===== config.mk =====
export PLATFORM = sky130hd
export DESIGN_NAME = tug_game_controller
export DESIGN_NICKNAME = d
export VERILOG_FILES = /design/src/rtl/tug_game_pkg.sv /design/src/rtl/tug_player_entry.sv /design/src/rtl/tug_game_controller.sv
export SDC_FILE = /design/constraint.sdc
export NUM_CORES = 1
export LEC_CHECK = 0
export CAP_MARGIN = 20
export CORE_MARGIN = 1
export CORE_UTILIZATION = 30
export CTS_CLUSTER_DIAMETER = 200
export DETAILED_ROUTE_END_ITERATION = 6
export DONT_BUFFER_PORTS = 1
export PLACE_DENSITY = 0.53
export RECOVER_POWER = 50
export SYNTH_ARGS = -nofsm -noshare
export SYNTH_HDL_FRONTEND = slang
export SYNTH_SLANG_ARGS = --single-unit

===== constraint.sdc =====
create_clock -name clk_100mhz -period 5.01 [get_ports clk_100mhz]
set_input_delay 1.002 -clock clk_100mhz [delete_from_list [all_inputs] [get_ports clk_100mhz]]
set_output_delay 1.002 -clock clk_100mhz [all_outputs]
set_load 0.02 [all_outputs]

===== src/rtl/tug_game_pkg.sv =====
// Shared types and constants for the tug-of-war arithmetic game.
// The answer table must match the display's question table.
package tug_game_pkg;

  typedef enum logic [1:0] {
    IDLE      = 2'd0,
    COUNTDOWN = 2'd1,
    PLAY      = 2'd2,
    WIN       = 2'd3
  } state_t;

  localparam logic [1:0] WIN_NONE = 2'd0;
  localparam logic [1:0] WIN_P1   = 2'd1;
  localparam logic [1:0] WIN_P2   = 2'd2;

  localparam logic [3:0] NUM_Q = 4'd10;

  function automatic logic [3:0] answer(input logic [3:0] q);
    case (q)
      4'd0:    answer = 4'd3;
      4'd1:    answer = 4'd7;
      4'd2:    answer = 4'd5;
      4'd3:    answer = 4'd9;
      4'd4:    answer = 4'd15;
      4'd5:    answer = 4'd8;
      4'd6:    answer = 4'd12;
      4'd7:    answer = 4'd7;
      4'd8:    answer = 4'd14;
      4'd9:    answer = 4'd15;
      default: answer = 4'd0;
    endcase
  endfunction

endpackage


===== src/rtl/tug_player_entry.sv =====
// One player's keypad entry: value register, two-digit combine rule,
// wrong-answer lockout and correct/wrong decode of the submit key.
module tug_player_entry
  import tug_game_pkg::*;
#(
  parameter int PENALTY_CYC = 50_000_000
) (
  input  logic       clk,
  input  logic       reset_n,
  input  logic       enable,
  input  logic       clear,
  input  logic       digit_vld,
  input  logic [3:0] digit,
  input  logic       submit,
  input  logic [3:0] expected,
  output logic [3:0] val,
  output logic       correct_pulse,
  output logic       wrong_pulse
);

  localparam int LW = (PENALTY_CYC > 1) ? $clog2(PENALTY_CYC + 1) : 1;

  logic [3:0]    val_r, val_nx_s;
  logic [LW-1:0] lock_r, lock_nx_s;
  logic          live_s, sub_s;

  assign val = val_r;

  // Decode submit and compute the next value and lockout count.
  always_comb begin
    live_s        = enable && (lock_r == '0);
    sub_s         = live_s && submit;
    correct_pulse = sub_s && (val_r == expected);
    wrong_pulse   = sub_s && (val_r != expected);
    val_nx_s      = val_r;
    lock_nx_s     = lock_r;

    // A submit always clears the value, so a same-cycle digit is dropped.
    if (clear || wrong_pulse) begin
      val_nx_s = 4'd0;
    end else if (live_s && digit_vld && !submit && (digit <= 4'd9)) begin
      if ((val_r == 4'd1) && (digit <= 4'd5)) begin
        val_nx_s = 4'd10 + digit;
      end else begin
        val_nx_s = digit;
      end
    end else begin
      val_nx_s = val_r;
    end

    if (wrong_pulse) begin
      lock_nx_s = LW'(PENALTY_CYC);
    end else if (clear) begin
      lock_nx_s = '0;
    end else if (lock_r != '0) begin
      lock_nx_s = lock_r - LW'(1);
    end else begin
      lock_nx_s = lock_r;
    end
  end

  // Value and lockout registers.
  always_ff @(posedge clk) begin
    if (!reset_n) begin
      val_r  <= 4'd0;
      lock_r <= '0;
    end else begin
      val_r  <= val_nx_s;
      lock_r <= lock_nx_s;
    end
  end

endmodule


===== src/rtl/tug_game_controller.sv =====
// Game-logic engine for the tug-of-war game: sequences IDLE, COUNTDOWN,
// PLAY and WIN and drives every display-side signal from registers.
module tug_game_controller
  import tug_game_pkg::*;
#(
  parameter int CLK_HZ        = 100_000_000,
  parameter int ROPE_CENTER   = 320,
  parameter int ROPE_STEP     = 40,
  parameter int ROPE_P1_LIMIT = 160,
  parameter int ROPE_P2_LIMIT = 480,
  parameter int PENALTY_CYC   = 50_000_000,
  parameter int WIN_HOLD_S    = 5
) (
  input  logic       clk_100mhz,
  input  logic       reset_n,
  input  logic       start_pulse,
  input  logic       p1_digit_vld,
  input  logic [3:0] p1_digit,
  input  logic       p1_submit,
  input  logic       p2_digit_vld,
  input  logic [3:0] p2_digit,
  input  logic       p2_submit,
  output logic [3:0] q_id,
  output logic [3:0] p1_val,
  output logic [3:0] p2_val,
  output logic [9:0] rope_x,
  output logic [1:0] winner_code,
  output logic       is_idle,
  output logic       is_countdown,
  output logic [3:0] countdown_val
);

  localparam int TW = (CLK_HZ > 1) ? $clog2(CLK_HZ) : 1;
  localparam int HW = (WIN_HOLD_S > 1) ? $clog2(WIN_HOLD_S + 1) : 1;
  localparam logic [9:0] CENTER = 10'(ROPE_CENTER);
  localparam logic [9:0] STEP   = 10'(ROPE_STEP);
  localparam logic [9:0] P1_LIM = 10'(ROPE_P1_LIMIT);
  localparam logic [9:0] P2_LIM = 10'(ROPE_P2_LIMIT);

  state_t        state_r, state_nx_s;
  logic [TW-1:0] cnt_r, cnt_nx_s;
  logic [HW-1:0] hold_r, hold_nx_s;
  logic [3:0]    cd_nx_s, q_nx_s;
  logic [9:0]    rope_nx_s;
  logic [1:0]    win_nx_s;
  logic          tick_s, at_limit_s, play_en_s, clear_s;
  logic          p1_ok_s, p1_bad_s, p2_ok_s, p2_bad_s;

  assign tick_s     = (cnt_r == TW'(CLK_HZ - 1));
  assign at_limit_s = (rope_x <= P1_LIM) || (rope_x >= P2_LIM);
  assign play_en_s  = (state_r == PLAY) && !at_limit_s;
  assign clear_s    = (state_r != PLAY) || p1_ok_s || p2_ok_s;

  tug_player_entry #(.PENALTY_CYC(PENALTY_CYC)) u_p1 (
    .clk(clk_100mhz), .reset_n(reset_n), .enable(play_en_s), .clear(clear_s),
    .digit_vld(p1_digit_vld), .digit(p1_digit), .submit(p1_submit),
    .expected(answer(q_id)), .val(p1_val),
    .correct_pulse(p1_ok_s), .wrong_pulse(p1_bad_s)
  );

  tug_player_entry #(.PENALTY_CYC(PENALTY_CYC)) u_p2 (
    .clk(clk_100mhz), .reset_n(reset_n), .enable(play_en_s), .clear(clear_s),
    .digit_vld(p2_digit_vld), .digit(p2_digit), .submit(p2_submit),
    .expected(answer(q_id)), .val(p2_val),
    .correct_pulse(p2_ok_s), .wrong_pulse(p2_bad_s)
  );

  // Next-state and next-output logic.
  always_comb begin
    state_nx_s = state_r;
    cd_nx_s    = countdown_val;
    q_nx_s     = q_id;
    rope_nx_s  = rope_x;
    win_nx_s   = winner_code;
    hold_nx_s  = hold_r;
    case (state_r)
      IDLE: begin
        if (start_pulse) begin
          state_nx_s = COUNTDOWN;
          cd_nx_s    = 4'd3;
        end else begin
          state_nx_s = IDLE;
        end
      end
      COUNTDOWN: begin
        if (tick_s && (countdown_val == 4'd1)) begin
          state_nx_s = PLAY;
          cd_nx_s    = 4'd0;
          q_nx_s     = 4'd0;
          rope_nx_s  = CENTER;
        end else if (tick_s) begin
          cd_nx_s = countdown_val - 4'd1;
        end else begin
          cd_nx_s = countdown_val;
        end
      end
      PLAY: begin
        // The win check sees the rope one cycle after it moved.
        if (rope_x <= P1_LIM) begin
          state_nx_s = WIN;
          win_nx_s   = WIN_P1;
          hold_nx_s  = '0;
        end else if (rope_x >= P2_LIM) begin
          state_nx_s = WIN;
          win_nx_s   = WIN_P2;
          hold_nx_s  = '0;
        end else if (p1_ok_s || p2_ok_s) begin
          q_nx_s = (q_id == NUM_Q - 4'd1) ? 4'd0 : q_id + 4'd1;
          if (p1_ok_s && !p2_ok_s) begin
            rope_nx_s = (rope_x <= P1_LIM + STEP) ? P1_LIM : rope_x - STEP;
          end else if (p2_ok_s && !p1_ok_s) begin
            rope_nx_s = (rope_x >= P2_LIM - STEP) ? P2_LIM : rope_x + STEP;
          end else begin
            rope_nx_s = rope_x;
          end
        end else begin
          state_nx_s = PLAY;
        end
      end
      WIN: begin
        if (start_pulse) begin
          state_nx_s = COUNTDOWN;
          cd_nx_s    = 4'd3;
          win_nx_s   = WIN_NONE;
        end else if (tick_s && (hold_r == HW'(WIN_HOLD_S - 1))) begin
          state_nx_s = IDLE;
          win_nx_s   = WIN_NONE;
          rope_nx_s  = CENTER;
        end else if (tick_s) begin
          hold_nx_s = hold_r + HW'(1);
        end else begin
          hold_nx_s = hold_r;
        end
      end
      default: begin
        state_nx_s = IDLE;
      end
    endcase

    if (state_nx_s != state_r) begin
      cnt_nx_s = '0;
    end else if (tick_s) begin
      cnt_nx_s = '0;
    end else begin
      cnt_nx_s = cnt_r + TW'(1);
    end
  end

  // State, timer and output registers.
  always_ff @(posedge clk_100mhz) begin
    if (!reset_n) begin
      state_r       <= IDLE;
      cnt_r         <= '0;
      hold_r        <= '0;
      q_id          <= 4'd0;
      rope_x        <= CENTER;
      winner_code   <= WIN_NONE;
      is_idle       <= 1'b1;
      is_countdown  <= 1'b0;
      countdown_val <= 4'd0;
    end else begin
      state_r       <= state_nx_s;
      cnt_r         <= cnt_nx_s;
      hold_r        <= hold_nx_s;
      q_id          <= q_nx_s;
      rope_x        <= rope_nx_s;
      winner_code   <= win_nx_s;
      is_idle       <= (state_nx_s == IDLE);
      is_countdown  <= (state_nx_s == COUNTDOWN);
      countdown_val <= cd_nx_s;
    end
  end

  logic unused_s;
  assign unused_s = p1_bad_s ^ p2_bad_s;

endmodule


After elaboration in Yosys (flattened, before gate mapping)
Memory sizes are Yosys's and may differ from the RTL's. A register that Yosys moved wholly into a read port is not among the register bits.
Cells that the tools add are included.
{"block": "op_classes", "addsub": 10, "order_cmp": 8, "eq_ne": 29, "n_mux": 52, "n_bitwise": 1, "reduce_logical": 55}
{"cell": "two-way mux 26 bit", "count": 6}
{"cell": "two-way mux 10 bit", "count": 10}
{"cell": "two-way mux 4 bit", "count": 14}
{"cell": "zero test 26 bit", "count": 2}
{"cell": "nonzero test 26 bit", "count": 2}
{"cell": "subtractor 26 x 1 -> 26 bit (second input constant)", "count": 2}
{"cell": "case mux 10 bit (3 select lines)", "count": 1}
{"cell": "adder 27 x 1 -> 27 bit (second input constant)", "count": 1}
{"cell": "== test 27 bit (second input constant)", "count": 1}
{"cell": "logical AND 1 bit", "count": 21}
{"cell": "greater-or-equal comparator 10 x 9 -> 1 bit (second input constant)", "count": 2}
{"cell": "<= comparator 10 x 8 -> 1 bit (second input constant)", "count": 2}
{"cell": "two-way mux 2 bit", "count": 10}
{"cell": "!= test 2 bit (second input constant)", "count": 8}
{"cell": "case mux 4 bit (2 select lines)", "count": 2}
{"cell": "two-way mux 3 bit", "count": 5}
{"cell": "== test 4 x 1 -> 1 bit (second input constant)", "count": 3}
{"cell": "adder 10 x 6 -> 10 bit (second input constant)", "count": 1}
{"cell": "AND reduction 5 bit", "count": 2}
{"cell": "subtractor 10 x 6 -> 10 bit (second input constant)", "count": 1}
{"cell": "nonzero test 3 bit", "count": 3}
{"cell": "OR reduction 3 bit", "count": 3}
{"cell": "adder 4 bit (first input constant)", "count": 2}
{"cell": "== test 4 bit", "count": 2}
{"cell": "other kinds (27)", "count": 49}
{"block": "word_totals", "reg_bits": 114, "rom_bits": 128, "inputBits": 15, "out_inout_bits": 30, "elab_cells": 172, "n_memories": 2}
{"name": "(no name shown)", "depth": 16, "width": 4, "read_ports": 1, "rd_ports_with_merged_regs": 1, "write_ports": 0, "line": "tug_game_pkg.sv:19", "rtl": "case (q)"}
{"name": "(no name shown)", "depth": 16, "width": 4, "read_ports": 1, "rd_ports_with_merged_regs": 1, "write_ports": 0, "line": "tug_game_pkg.sv:19"}

Logic depth before layout (Yosys ltp)
Gate-level depths: netlist (run 1).
{"block": "logic_depth", "depth_word": 15, "mapped_depth": 13, "depth_no_buf": 12}

Hierarchy
Synthesis (run 1) repeated with hierarchy kept, for this count alone.
{"block": "unflattened", "hier_cells": 746, "area_unflattened_um2": 6392.4}
{"module": "tug_game_controller", "instances": 1, "cells_each": 380, "area_each_um2": 3131.8, "seq_area_each_um2": 1101.1}
{"module": "tug_player_entry (u_p2)", "instances": 1, "cells_each": 179, "area_each_um2": 1632.8, "seq_area_each_um2": 600.6}
{"module": "tug_player_entry (u_p1)", "instances": 1, "cells_each": 187, "area_each_um2": 1627.8, "seq_area_each_um2": 600.6}

Worst setup path before layout (run 1)
OpenSTA, ideal clock, no wires.
{"block": "synth_timing", "path_kind": "reg2reg", "startpoint": "register u_p2.lock_r[0]", "endpoint": "register rope_x[4]", "setup_time_ns": 0.070, "t_arrival_ns": 2.995, "t_required_ns": 4.940, "path_slack_ns": 1.944, "path_stages_with_launch": 11, "n_path_buf": 1, "synth_period_minus_slack_ns": 3.066, "path_cell_list": "dfxtp_1 -> inv_1 -> ha_1 -> or3b_2 -> or4_4 -> or4_4 -> xnor2_1 -> a21oi_1 -> buf_6 -> or4_1 -> a21oi_1"}
{"block": "synth_between", "elab_chain_cells": 11, "elab_cells_between_ends": 16, "cone_classes": "2 x eq/ne; 5 x mux; 9 x reduce/logical"}
{"element": "start, declared", "line": "tug_player_entry.sv:24", "rtl": "logic [LW-1:0] lock_r, lock_nx_s;"}
{"element": "start signal, assigned", "line": "tug_player_entry.sv:69", "rtl": "lock_r <= lock_nx_s;"}
{"element": "zero test 26 bit *", "line": "tug_player_entry.sv:31", "rtl": "live_s = enable && (lock_r == '0);"}
{"element": "logical AND 1 bit *", "line": "tug_player_entry.sv:31"}
{"element": "logical AND 1 bit *", "line": "tug_player_entry.sv:32", "rtl": "sub_s = live_s && submit;"}
{"element": "logical AND 1 bit *", "line": "tug_player_entry.sv:33", "rtl": "correct_pulse = sub_s && (val_r == expected);"}
{"element": "zero test 1 bit", "line": "tug_game_controller.sv:109", "rtl": "if (p1_ok_s && !p2_ok_s) begin"}
{"element": "logical AND 1 bit", "line": "tug_game_controller.sv:109"}
{"element": "two-way mux 10 bit", "line": "tug_game_controller.sv:109"}
{"element": "two-way mux 10 bit", "line": "tug_game_controller.sv:107", "rtl": "end else if (p1_ok_s || p2_ok_s) begin"}
{"element": "two-way mux 10 bit", "line": "tug_game_controller.sv:103", "rtl": "end else if (rope_x >= P2_LIM) begin"}
{"element": "two-way mux 10 bit", "line": "tug_game_controller.sv:99", "rtl": "if (rope_x <= P1_LIM) begin"}
{"element": "case mux 10 bit (3 select lines)", "line": "tug_game_controller.sv:76", "rtl": "case (state_r)"}
{"element": "end signal, assigned", "line": "tug_game_controller.sv:166", "rtl": "rope_x <= rope_nx_s;"}
{"element": "end, declared", "line": "tug_game_controller.sv:26", "rtl": "output logic [9:0] rope_x,"}
Every way passes the cells marked *; elsewhere a longest branch is shown, timed or not. The select of a mux whose other input is x is not followed.
A chain may end at the register's enable or synchronous reset.

Worst setup path after layout (run 1)
{"block": "layout_timing", "startpoint": "register cnt_r[17]", "endpoint": "register cnt_r[23]"}
{"block": "layout_between", "elab_chain_cells": 7, "elab_cells_between_ends": 10, "cone_classes": "1 x add/sub; 2 x eq/ne; 4 x mux; 3 x reduce/logical"}
{"element": "start, declared", "line": "tug_game_controller.sv:41", "rtl": "logic [TW-1:0] cnt_r, cnt_nx_s;"}
{"element": "start signal, assigned", "line": "tug_game_controller.sv:163", "rtl": "cnt_r <= cnt_nx_s;"}
{"element": "== test 27 bit", "line": "tug_game_controller.sv:49", "rtl": "assign tick_s = (cnt_r == TW'(CLK_HZ - 1));"}
{"element": "logical AND 1 bit", "line": "tug_game_controller.sv:125", "rtl": "end else if (tick_s && (hold_r == HW'(WIN_HOLD_S - 1))) begin"}
{"element": "two-way mux 2 bit", "line": "tug_game_controller.sv:125"}
{"element": "two-way mux 2 bit", "line": "tug_game_controller.sv:121", "rtl": "if (start_pulse) begin"}
{"element": "case mux 2 bit (4 select lines)", "line": "tug_game_controller.sv:76"}
{"element": "!= test 2 bit", "line": "tug_game_controller.sv:140", "rtl": "if (state_nx_s != state_r) begin"}
{"element": "OR reduction 3 bit (no source line)"}
Parallel ways exist; a longest one is shown, timed or not.

==> impl_metrics.json, run 1 <==
{
  "finalClockSkew_ns": 0.00815,
  "cp_data_required_time_ns": 5.27,
  "status": "finished, final reports clean",
  "maxSlewViolCount": 0,
  "fin_setup_tns_ns": 0,
  "relSlewSlack_pct": 21.2,
  "clk_pin_slew_worst_paths_ns": 0.06,
  "clkPwrFrac_pct": 53.6,
  "p_sw_share_pct": 23.3,
  "cts_root_buf": "clkbuf_16",
  "gp_congestion": 0.780,
  "fin_ws_ns": 1.36,
  "p_sw_mw": 0.500,
  "syn_area_per_cell_um2": 8.17,
  "grt_pass1_vias": 4942,
  "post-route-period-util_pct": 72.8,
  "cts_buffer_depth": 2,
  "num_rows": 52,
  "hold_class": "reg -> reg",
  "cp_slowest_cell": "clkbuf_1",
  "initial_core_util_pct": 31.1,
  "gr-usage-met3_pct": 4.38,
  "cap_violations": 0,
  "core_mm2": 0.0205,
  "top_usage_layer": "met2",
  "die-width_um": 148,
  "ys_ff_latch": 115,
  "area_delta_synth_final_pct": 12.2,
  "cp.arrival_ns": 3.90,
  "syn-cell-area_mm2": 0.00637,
  "dp_hpwl_mm": 10.6,
  "firstDrtPassIters": 4,
  "synth_edf_count": 0,
  "ys_types": 67,
  "path_max_fanout": 27,
  "rsz0062_at_grt": "false",
  "final_util_pct": 34.8,
  "htreeDepth": 4,
  "grt_pass1_wl_mm": 25.1,
  "final_cell_mix": "134 x nor2_1, 115 x dfxtp_1, 46 x xor2_1, 40 x nand2_1, 34 x xnor2_1",
  "max_freq_mhz": 274,
  "finalHoldViolCount": 0,
  "max_stage_delay_ns": 0.89,
  "synth_area_leaders": "dfxtp_1 36%, nor2_1 7.9%, xor2_1 6.3%",
  "numCtsBuffers": 17,
  "pwr-share-comb_pct": 2.8,
  "totalWireLength_mm": 15.0,
  "vias_per_cell": 5.02,
  "synth_ff_type": "dfxtp_1",
  "worstMarginPinSlew_ns": 1.18,
  "grt_max_degree": 41,
  "pwr-share-seq_pct": 43.6,
  "dieArea_mm2": 0.0218,
  "power_leakage_nw": 2.61,
  "synth-seq-area-share_pct": 36.2,
  "nFillCells": 2133,
  "antenna_found_initial": 0,
  "postRouteAntennaNets": 0,
  "cp-end-kind": "register",
  "instances_no_fill": 1054,
  "yosys.area.top_type": "dfxtp_1",
  "powerDensity_mw_per_mm2": 300,
  "synth_top_area_share_pct": 36.2,
  "drt_iter0_drc": 396,
  "finalSetupViolCount": 0,
  "vias": 5287,
  "grtUsageTotal_pct": 14.4,
  "syn-instance-count": 779,
  "nets": 810,
  "grt_overflow": 0,
  "drive_above_1_share_pct": 6.89,
  "critPathTopFamily": "simple AND/OR/NAND/NOR gates",
  "cts_hold_buf": 0,
  "power.total_mw": 2.15,
  "worstSetupPathType": "reg -> reg",
  "clock-sinks": 115,
  "cts_tree": "built",
  "yosys_warnings": 0,
  "clk_latency_ns": 0.42,
  "route.detailed.drc": 0,
  "post-route-min-period_ns": 3.65,
  "portBuffers": 0,
  "peakVddDrop_v": 0.000226,
  "cts_setup_buffers": 0,
  "p_int_mw": 1.65,
  "startpoint_type": "register",
  "ios": 45,
  "n_antenna_cell": 0,
  "dp_cells": 1023,
  "place_ws_ns": 1.52,
  "critical_path_buf_inv_count": 1,
  "cts_resized": 0,
  "async_reset_ff_share_pct": 0,
  "die_h_um": 148,
  "crit_chain": "or4b_2 > nor4_1 > a41o_1 > nand2b_1 > a41oi_1 > o211ai_1 > clkbuf_1 > nor2_1",
  "grt_use_met2_pct": 22.8,
  "final_common_cell": "nor2_1",
  "met1_usage_pct": 18.5,
  "wire_per_inst_um": 14.3
}
per-layer routing:
| layer | share of wire, % | up-vias |
|---|---|---|
| met4 | 1.1 | 0 |
| met2 | 46 | 87 |
| met5 | 0 | - |
| met3 | 4.6 | 14 |
| met1 | 48 | 2441 |
| li1 | - | 2745 |
flip-flops by register name (all words and copies together) (netlist names), 3 cells and up:
| name | cells |
|---|---|
| cnt_r | 27 |
| u_p1.lock_r | 26 |
| u_p2.lock_r | 26 |
| rope_x | 7 |
| countdown_val | 4 |
| q_id | 4 |
| u_p1.expected | 4 |
| u_p1.val | 4 |
| u_p2.val | 4 |
| hold_r | 3 |
power groups by stage:
stage | Sequential [mW] | Clock [mW] | Combinational, mW
floorplan | 0.951 | 0 | 0.0530
global placement | 0.955 | 0 | 0.0616
detailed placement | 0.955 | 0 | 0.0612
CTS | 0.935 | 1.18 | 0.0616
global route | 0.936 | 1.22 | 0.0691
finish | 0.935 | 1.15 | 0.0602
final cells by class:
type,count,area (um2),share of cell area [%]
clock buffers,19,453,6.34
clock inverters,12,108,1.51
inverters,33,124,1.73
multi-input cells,601,3790,53.1
flip-flops and latches,115,2300,32.2
well taps,270,338,4.73
repair buffers,4,22.5,0.315
cells in the mapped netlist (2+ instances only):
cell,n
o211a_1,2
a22o_1,2
nor4_1,16
or2_2,8
nor4b_1,3
nand4_1,14
o31ai_1,5
and4_1,2
ha_1,23
nor3b_1,5
nand2_1,40
buf_4,3
buf_2,6
a311oi_1,2
o21ai_0,26
a22oi_1,3
nand3b_1,3
nor2b_1,3
o21a_1,16
mux2i_1,7
xnor2_1,34
a221oi_1,2
a21o_1,3
nor2_1,134
clkbuf_1,22
and2_1,3
or3b_2,2
xor2_1,46
o211ai_1,6
nand3_1,32
or4_4,3
a211oi_1,12
nor3_1,21
nand2b_1,15
o2111ai_1,8
dfxtp_1,115
inv_1,33
o31a_1,2
a21boi_0,3
or4_1,11
and3_1,10
a21oi_1,31
or3_1,10
a31oi_1,8
or4b_2,2
cells by family (layout without fill, tap and decap cells):
group | after synthesis | after routing | share of synthesized area (%)
multiplexers | 7 | 7 | 1.10
XOR/XNOR | 80 | 80 | 11.0
adder cells (fa/ha/maj) | 23 | 23 | 4.52
flip-flops | 115 | 115 | 36.2
other | 1 | 3 | 0.0589
AND/OR/NAND/NOR | 342 | 342 | 27.2
AO/OA/AOI/OAI | 146 | 146 | 15.7
buffers and inverters | 65 | 68 | 4.24
path summary, 6_finish.rpt:
path / start / to / slack [ns] / cells past startpoint
worst max-delay path: cnt_r[17] / cnt_r[23] / 1.36 / 8
worst min-delay path: cnt_r[0] / cnt_r[0] / 0.46 / 1
worst max register to register: cnt_r[17] / cnt_r[23] / 1.36 / 8
worst min register to register: cnt_r[0] / cnt_r[0] / 0.46 / 1
through the flow:
step	area, um2	hold WS (ns)
final	7140	0.460
after global routing	7140	0.485
after CTS	7160	0.469
after detailed placement	6600	0.455
after global placement	6600	0.446
after floorplan	6370	0.430
No activity file was read; power rests on OpenSTA's default activity.
==> run 2, diff against run 1 <==
==> constraint.sdc (replaced) <==
create_clock -name clk_100mhz -period 3.6 [get_ports clk_100mhz]
set_input_delay 0.72 -clock clk_100mhz [delete_from_list [all_inputs] [get_ports clk_100mhz]]
set_output_delay 0.72 -clock clk_100mhz [all_outputs]
set_load 0.02 [all_outputs]
==> run 2 against run 1 <==
Global-route usage increased by 0.29 points. Clock power increased by 50%. Utilization increased by 0.89 points. Sequential power increased by 39%. Wire length increased by 2.5%. Highest routed layer unchanged. First-iteration DRC count decreased by 17%. Fmax increased by 8.9%. Largest power group unchanged. Critical path depth increased by 4. Sequential share of layout area decreased by 0.80 points. Worst setup slack got worse by 1.1 ns.
==> impl_metrics.json, run 2 (synthesis gave the netlist of run 1 again) <==
{
  "status": "finished, final reports clean",
  "crit_path_end": "rope_x[5]",
  "ios": 45,
  "n_antenna_cell": 0,
  "die-width_um": 148,
  "vias": 5427,
  "ff2ff_setup_slack_ns": 0.25,
  "wire_per_inst_um": 14.3,
  "r2r-end": "rope_x[5]",
  "dp_hpwl_mm": 11.1,
  "post-route-min-period_ns": 3.35,
  "relSlewSlack_pct": 41.8,
  "worstSetupPathType": "reg -> reg",
  "finalClockSkew_ns": 0.0109,
  "htreeDepth": 4,
  "holdPathStages": 1,
  "core_mm2": 0.0205,
  "reg2reg_from": "u_p2.lock_r[0]",
  "vias_per_cell": 5.04,
  "cts_root_buf": "clkbuf_16",
  "finalSetupViolCount": 0,
  "largest_register_ff_count": 27,
  "cts_setup_buffers": 0,
  "route.detailed.drc": 0,
  "cap_violations": 0,
  "multi_input_area_mm2": 0.00378,
  "final_cell_mix": "134 x nor2_1, 115 x dfxtp_1, 46 x xor2_1, 40 x nand2_1, 34 x xnor2_1",
  "nets": 832,
  "rsz0062_at_grt": "false",
  "largest_register": "cnt_r",
  "startpoint_type": "register",
  "die_h_um": 148,
  "num_rows": 52,
  "fin_setup_tns_ns": 0,
  "nFillCells": 2160,
  "top_regs": "cnt_r (27), u_p1.lock_r (26), u_p2.lock_r (26)",
  "post-route-period-util_pct": 93.1,
  "r2r_cells": 12,
  "cts_resized": 0,
  "cts_tree": "built",
  "grt_pass1_wl_mm": 25.4,
  "worstMarginPinSlew_ns": 0.862,
  "portBuffers": 0,
  "max_freq_mhz": 298,
  "numCtsBuffers": 17,
  "clock-sinks": 115,
  "finalHoldViolCount": 0,
  "area_delta_synth_final_pct": 15.0,
  "grt_max_degree": 28,
  "maxSlewViolCount": 0,
  "crit_start": "u_p2.lock_r[0]",
  "power_leakage_nw": 2.73,
  "grt_overflow": 0,
  "regArea_mm2": 0.00230,
  "drt_iter0_drc": 330,
  "cts_buffer_depth": 2,
  "dieArea_mm2": 0.0218,
  "gp_congestion": 0.802,
  "cp_data_required_time_ns": 3.94,
  "firstDrtPassIters": 4,
  "cp.arrival_ns": 3.70,
  "initial_core_util_pct": 31.1,
  "final_util_pct": 35.7,
  "hold_class": "in -> reg",
  "wl_met1_mm": 7.28,
  "postRouteAntennaNets": 0,
  "powerDensity_mw_per_mm2": 424,
  "cp-end-kind": "register",
  "clk_latency_ns": 0.42,
  "totalWireLength_mm": 15.4,
  "highest_layer": "met4",
  "final_common_cell": "nor2_1",
  "clk_pin_slew_worst_paths_ns": 0.06,
  "antenna_found_initial": 0,
  "grt_pass1_vias": 5109,
  "drive_above_1_share_pct": 9.05,
  "peakVddDrop_v": 0.000321,
  "wl_met2_mm": 7.27,
  "dr_wl_met3_um": 626,
  "grtUsageTotal_pct": 14.7,
  "cts_hold_buf": 0,
  "path_max_fanout": 9
}
-- run 2: per-stage QoR --
stage | setup slack, ns | total power [mW] | instances | cell area (um2) | hold slack [ns]
2_1_floorplan | 0.534 | 1.40 | 781 | 6370 | 0.430
3_3_place_gp | 0.344 | 1.42 | 1042 | 6740 | 0.448
3_5_place_dp | 0.273 | 1.42 | 1042 | 6740 | 0.452
4_1_cts | 0.249 | 3.15 | 1074 | 7350 | 0.379
5_1_grt | 0.0478 | 3.22 | 1077 | 7320 | 0.389
6_report | 0.249 | 3.11 | 1077 | 7320 | 0.398
-- run 2: layout make-up --
class                   instances  share of cell area (%)
inverters                      33                    1.69
flip-flops and latches        115                    31.4
repair buffers                 26                    2.32
clock inverters                15                    2.48
well taps                     270                    4.61
clock buffers                  17                    5.81
multi-input cells             601                    51.6
-- run 2: report_power, final --
part / internal (mW) / total, mW / switching (mW)
Sequential: 1.28 / 1.30 / 0.0182
Clock: 1.09 / 1.72 / 0.630
Combinational: 0.0297 / 0.0866 / 0.0569
Total: 2.40 / 3.11 / 0.705
-- run 2: worst min-delay path by stage --
| stage | from | slack, ns | endpoint |
|---|---|---|---|
| 2_1_floorplan | cnt_r[0] | 0.43 | cnt_r[0] |
| 3_3_place_gp | cnt_r[0] | 0.45 | cnt_r[0] |
| 3_5_place_dp | cnt_r[0] | 0.45 | cnt_r[0] |
| 4_1_cts | reset_n | 0.38 | u_p1.expected[0] |
| 5_1_grt | reset_n | 0.39 | u_p1.expected[1] |
| 6_report | reset_n | 0.40 | u_p1.expected[0] |
-- run 2: layer usage --
layer | vias to the layer above | track usage (%)
met5 | - | 0
met1 | 2553 | 18.0
met3 | 19 | 3.92
li1 | 2781 | -
met4 | 0 | 6.13
met2 | 74 | 24.2
-- run 2: worst max-delay path: stages (launching register included) --
cell     delay (ns)
dfxtp_1        0.34
inv_1          0.10
ha_1           0.24
or3b_2         0.47
or4_4          0.45
nor4_1         0.29
buf_4          0.21
buf_4          0.12
nor4b_1        0.04
buf_4          0.18
a22o_1         0.21
or4_1          0.46
a31oi_1        0.16
==> run 3, diff against run 2 <==
==> constraint.sdc (replaced) <==
create_clock -name clk_100mhz -period 3.2 [get_ports clk_100mhz]
set_input_delay 0.16 -clock clk_100mhz [delete_from_list [all_inputs] [get_ports clk_100mhz]]
set_output_delay 0.16 -clock clk_100mhz [all_outputs]
set_load 0.02 [all_outputs]
==> run 3 against run 2 <==
First-iteration DRC count decreased by 10%. Clock power about the same. Critical path depth grew 2. Utilization is 1.7 points higher. The run now ends with hold timing left. Sequential cell count unchanged. Wire length decreased by 0.12%. Register-to-register slack got worse by 0.17 ns. Hold slack lost 0.56 ns. Highest routed layer unchanged. Cell count is 3.4% higher. Die area stayed put. Clock skew rose by 0.0017 ns. Global-route usage barely moved.
==> impl_metrics.json, run 3 (synthesis gave the netlist of run 1 again) <==
{
  "relSlewSlack_pct": 48.7,
  "dieArea_mm2": 0.0218,
  "clock-sinks": 115,
  "vias_per_cell": 4.94,
  "cp-end-kind": "register",
  "status": "finished with violations",
  "largest_register": "cnt_r",
  "area_delta_synth_final_pct": 20.5,
  "hold_class": "in -> reg",
  "clk_pin_slew_worst_paths_ns": 0.05,
  "cp.arrival_ns": 3.41,
  "p_sw_share_pct": 24.2,
  "numCtsBuffers": 17,
  "r2r-end": "u_p1.expected[0]",
  "hold_end": "u_p1.expected[0]",
  "finalClockSkew_ns": 0.0126,
  "worstMarginPinSlew_ns": 0.768,
  "gp_congestion": 0.792,
  "instances_no_fill": 1114,
  "cts_tree": "built",
  "grt_max_degree": 28,
  "peakVddDrop_v": 0.000371,
  "htreeDepth": 4,
  "worstHoldStart": "reset_n",
  "clk_latency_ns": 0.41,
  "post-route-period-util_pct": 97.5,
  "cts_root_buf": "clkbuf_16",
  "holdPathStages": 1,
  "grt_pass1_vias": 5153,
  "final_cell_mix": "133 x nor2_1, 115 x dfxtp_1, 46 x xor2_1, 41 x buf_4, 40 x nand2_1",
  "rsz0062_at_grt": "true",
  "drt_iter0_drc": 297,
  "powerDensity_mw_per_mm2": 434,
  "die_h_um": 148,
  "ios": 45,
  "firstDrtPassIters": 5,
  "top_regs": "cnt_r (27), u_p1.lock_r (26), u_p2.lock_r (26)",
  "route.detailed.drc": 0,
  "vias": 5499,
  "n_antenna_cell": 0,
  "nets": 869,
  "nFillCells": 2094,
  "worstSetupPathType": "reg -> reg",
  "pwr-share-comb_pct": 3.7,
  "finalHoldViolCount": 15,
  "pwr-share-seq_pct": 43.7,
  "p_int_mw": 2.53,
  "die-width_um": 148,
  "max_freq_mhz": 321,
  "portBuffers": 0,
  "postRouteAntennaNets": 0,
  "largest_register_ff_count": 27,
  "maxSlewViolCount": 0,
  "grt_overflow": 0,
  "final_common_cell": "nor2_1",
  "core_mm2": 0.0205,
  "cp_data_required_time_ns": 3.50,
  "initial_core_util_pct": 31.1,
  "power.total_mw": 3.33,
  "num_rows": 52,
  "timing.hold.ws_ns": -0.159,
  "final_util_pct": 37.4,
  "wire_per_inst_um": 13.8,
  "drive_above_1_share_pct": 12.8,
  "post-route-min-period_ns": 3.12,
  "power_leakage_nw": 2.88,
  "clkPwrFrac_pct": 52.6,
  "dp_hpwl_mm": 11.1,
  "totalWireLength_mm": 15.4,
  "grtUsageTotal_pct": 14.7,
  "path_max_fanout": 4,
  "dp_cells": 1069,
  "r2r_cells": 14,
  "p_sw_mw": 0.805,
  "startpoint_type": "register",
  "ff2ff_setup_slack_ns": 0.08,
  "antenna_found_initial": 0,
  "cap_violations": 0,
  "grt_pass1_wl_mm": 25.6,
  "finalSetupViolCount": 0,
  "failed_checks": "hold timing",
  "reg2reg_from": "u_p2.lock_r[0]",
  "cts_buffer_depth": 2
}
==> run 3: cell count changes in the layout (fill, tap and decap cells not counted), moves of 3 or more <==
cell / previous run / this run
clkinvlp_4: 2 / 5
clkinv_4: 5 / 2
bufinv_16: 3 / 0
buf_4: 19 / 41
dlygate4sd3_1: 0 / 9
clkbuf_1: 6 / 10
==> run 3: final cells by class <==
| type | count | area (um2) | area share [%] |
|---|---|---|---|
| clock inverters | 13 | 100 | 1.30 |
| flip-flops and latches | 115 | 2300 | 30.0 |
| repair buffers | 63 | 487 | 6.34 |
| inverters | 33 | 124 | 1.61 |
| clock buffers | 19 | 453 | 5.90 |
| well taps | 270 | 338 | 4.40 |
| multi-input cells | 601 | 3870 | 50.4 |
==> run 3: critical path, cell delays in order, from the launching register on <==
cell and delay (ns):
dfxtp_1 0.31, inv_1 0.08, ha_2 0.18, or3b_2 0.45, or4_4 0.45, buf_4 0.16, nor4_4 0.21, buf_6 0.15
o2111ai_1 0.16, o21a_1 0.18, nor2_2 0.11, inv_2 0.05, ha_1 0.30, a21oi_1 0.12, o21ai_0 0.09
==> run 3: what timing repair did <==
action	CTS	global route
gates resized for setup	1	16
buffers inserted	0	4
pin swaps	0	2
endpoints found under the setup margin	2	15
endpoints found under the hold margin	25	16
hold buffers	8	1
==> run 3: power groups by stage <==
stage               Sequential, mW  Clock [mW]  Combinational, mW
detailed placement            1.49           0              0.117
finish                        1.46        1.75              0.123
global route                  1.46        1.86              0.138
global placement              1.49           0              0.116
CTS                           1.45        1.80              0.126
floorplan                     1.49           0             0.0830
==> run 3: worst max path at each step <==
stage                   startpoint                to  slack (ns)
floorplan           u_p2.lock_r[0]         rope_x[4]        0.13
global placement    u_p2.lock_r[0]         rope_x[8]       0.006
global route        u_p2.lock_r[0]  u_p1.expected[0]       -0.05
detailed placement  u_p2.lock_r[0]         rope_x[8]        0.01
CTS                 u_p2.lock_r[0]  u_p1.expected[0]        0.03
finish              u_p2.lock_r[0]  u_p1.expected[0]        0.08
==> run 3: per-stage QoR <==
step                hold WS [ns]  TNS, ns  worst slack [ns]  cell area [um2]
floorplan                  0.307        0             0.134             6370
global placement           0.253        0           0.00635             6950
detailed placement         0.262        0            0.0111             6950
CTS                       -0.174        0            0.0349             7590
global route              -0.172   -0.121           -0.0525             7670
finish                    -0.159        0            0.0813             7670
==> run 3: per-layer routing <==
| metal | track usage, % | up-vias | wire length [um] |
|---|---|---|---|
| li1 | - | 2858 | - |
| met1 | 19.1 | 2540 | 7410 |
| met2 | 23.3 | 85 | 7250 |
| met3 | 3.64 | 16 | 558 |
| met4 | 5.52 | 0 | 172 |
| met5 | 0 | - | 0 |
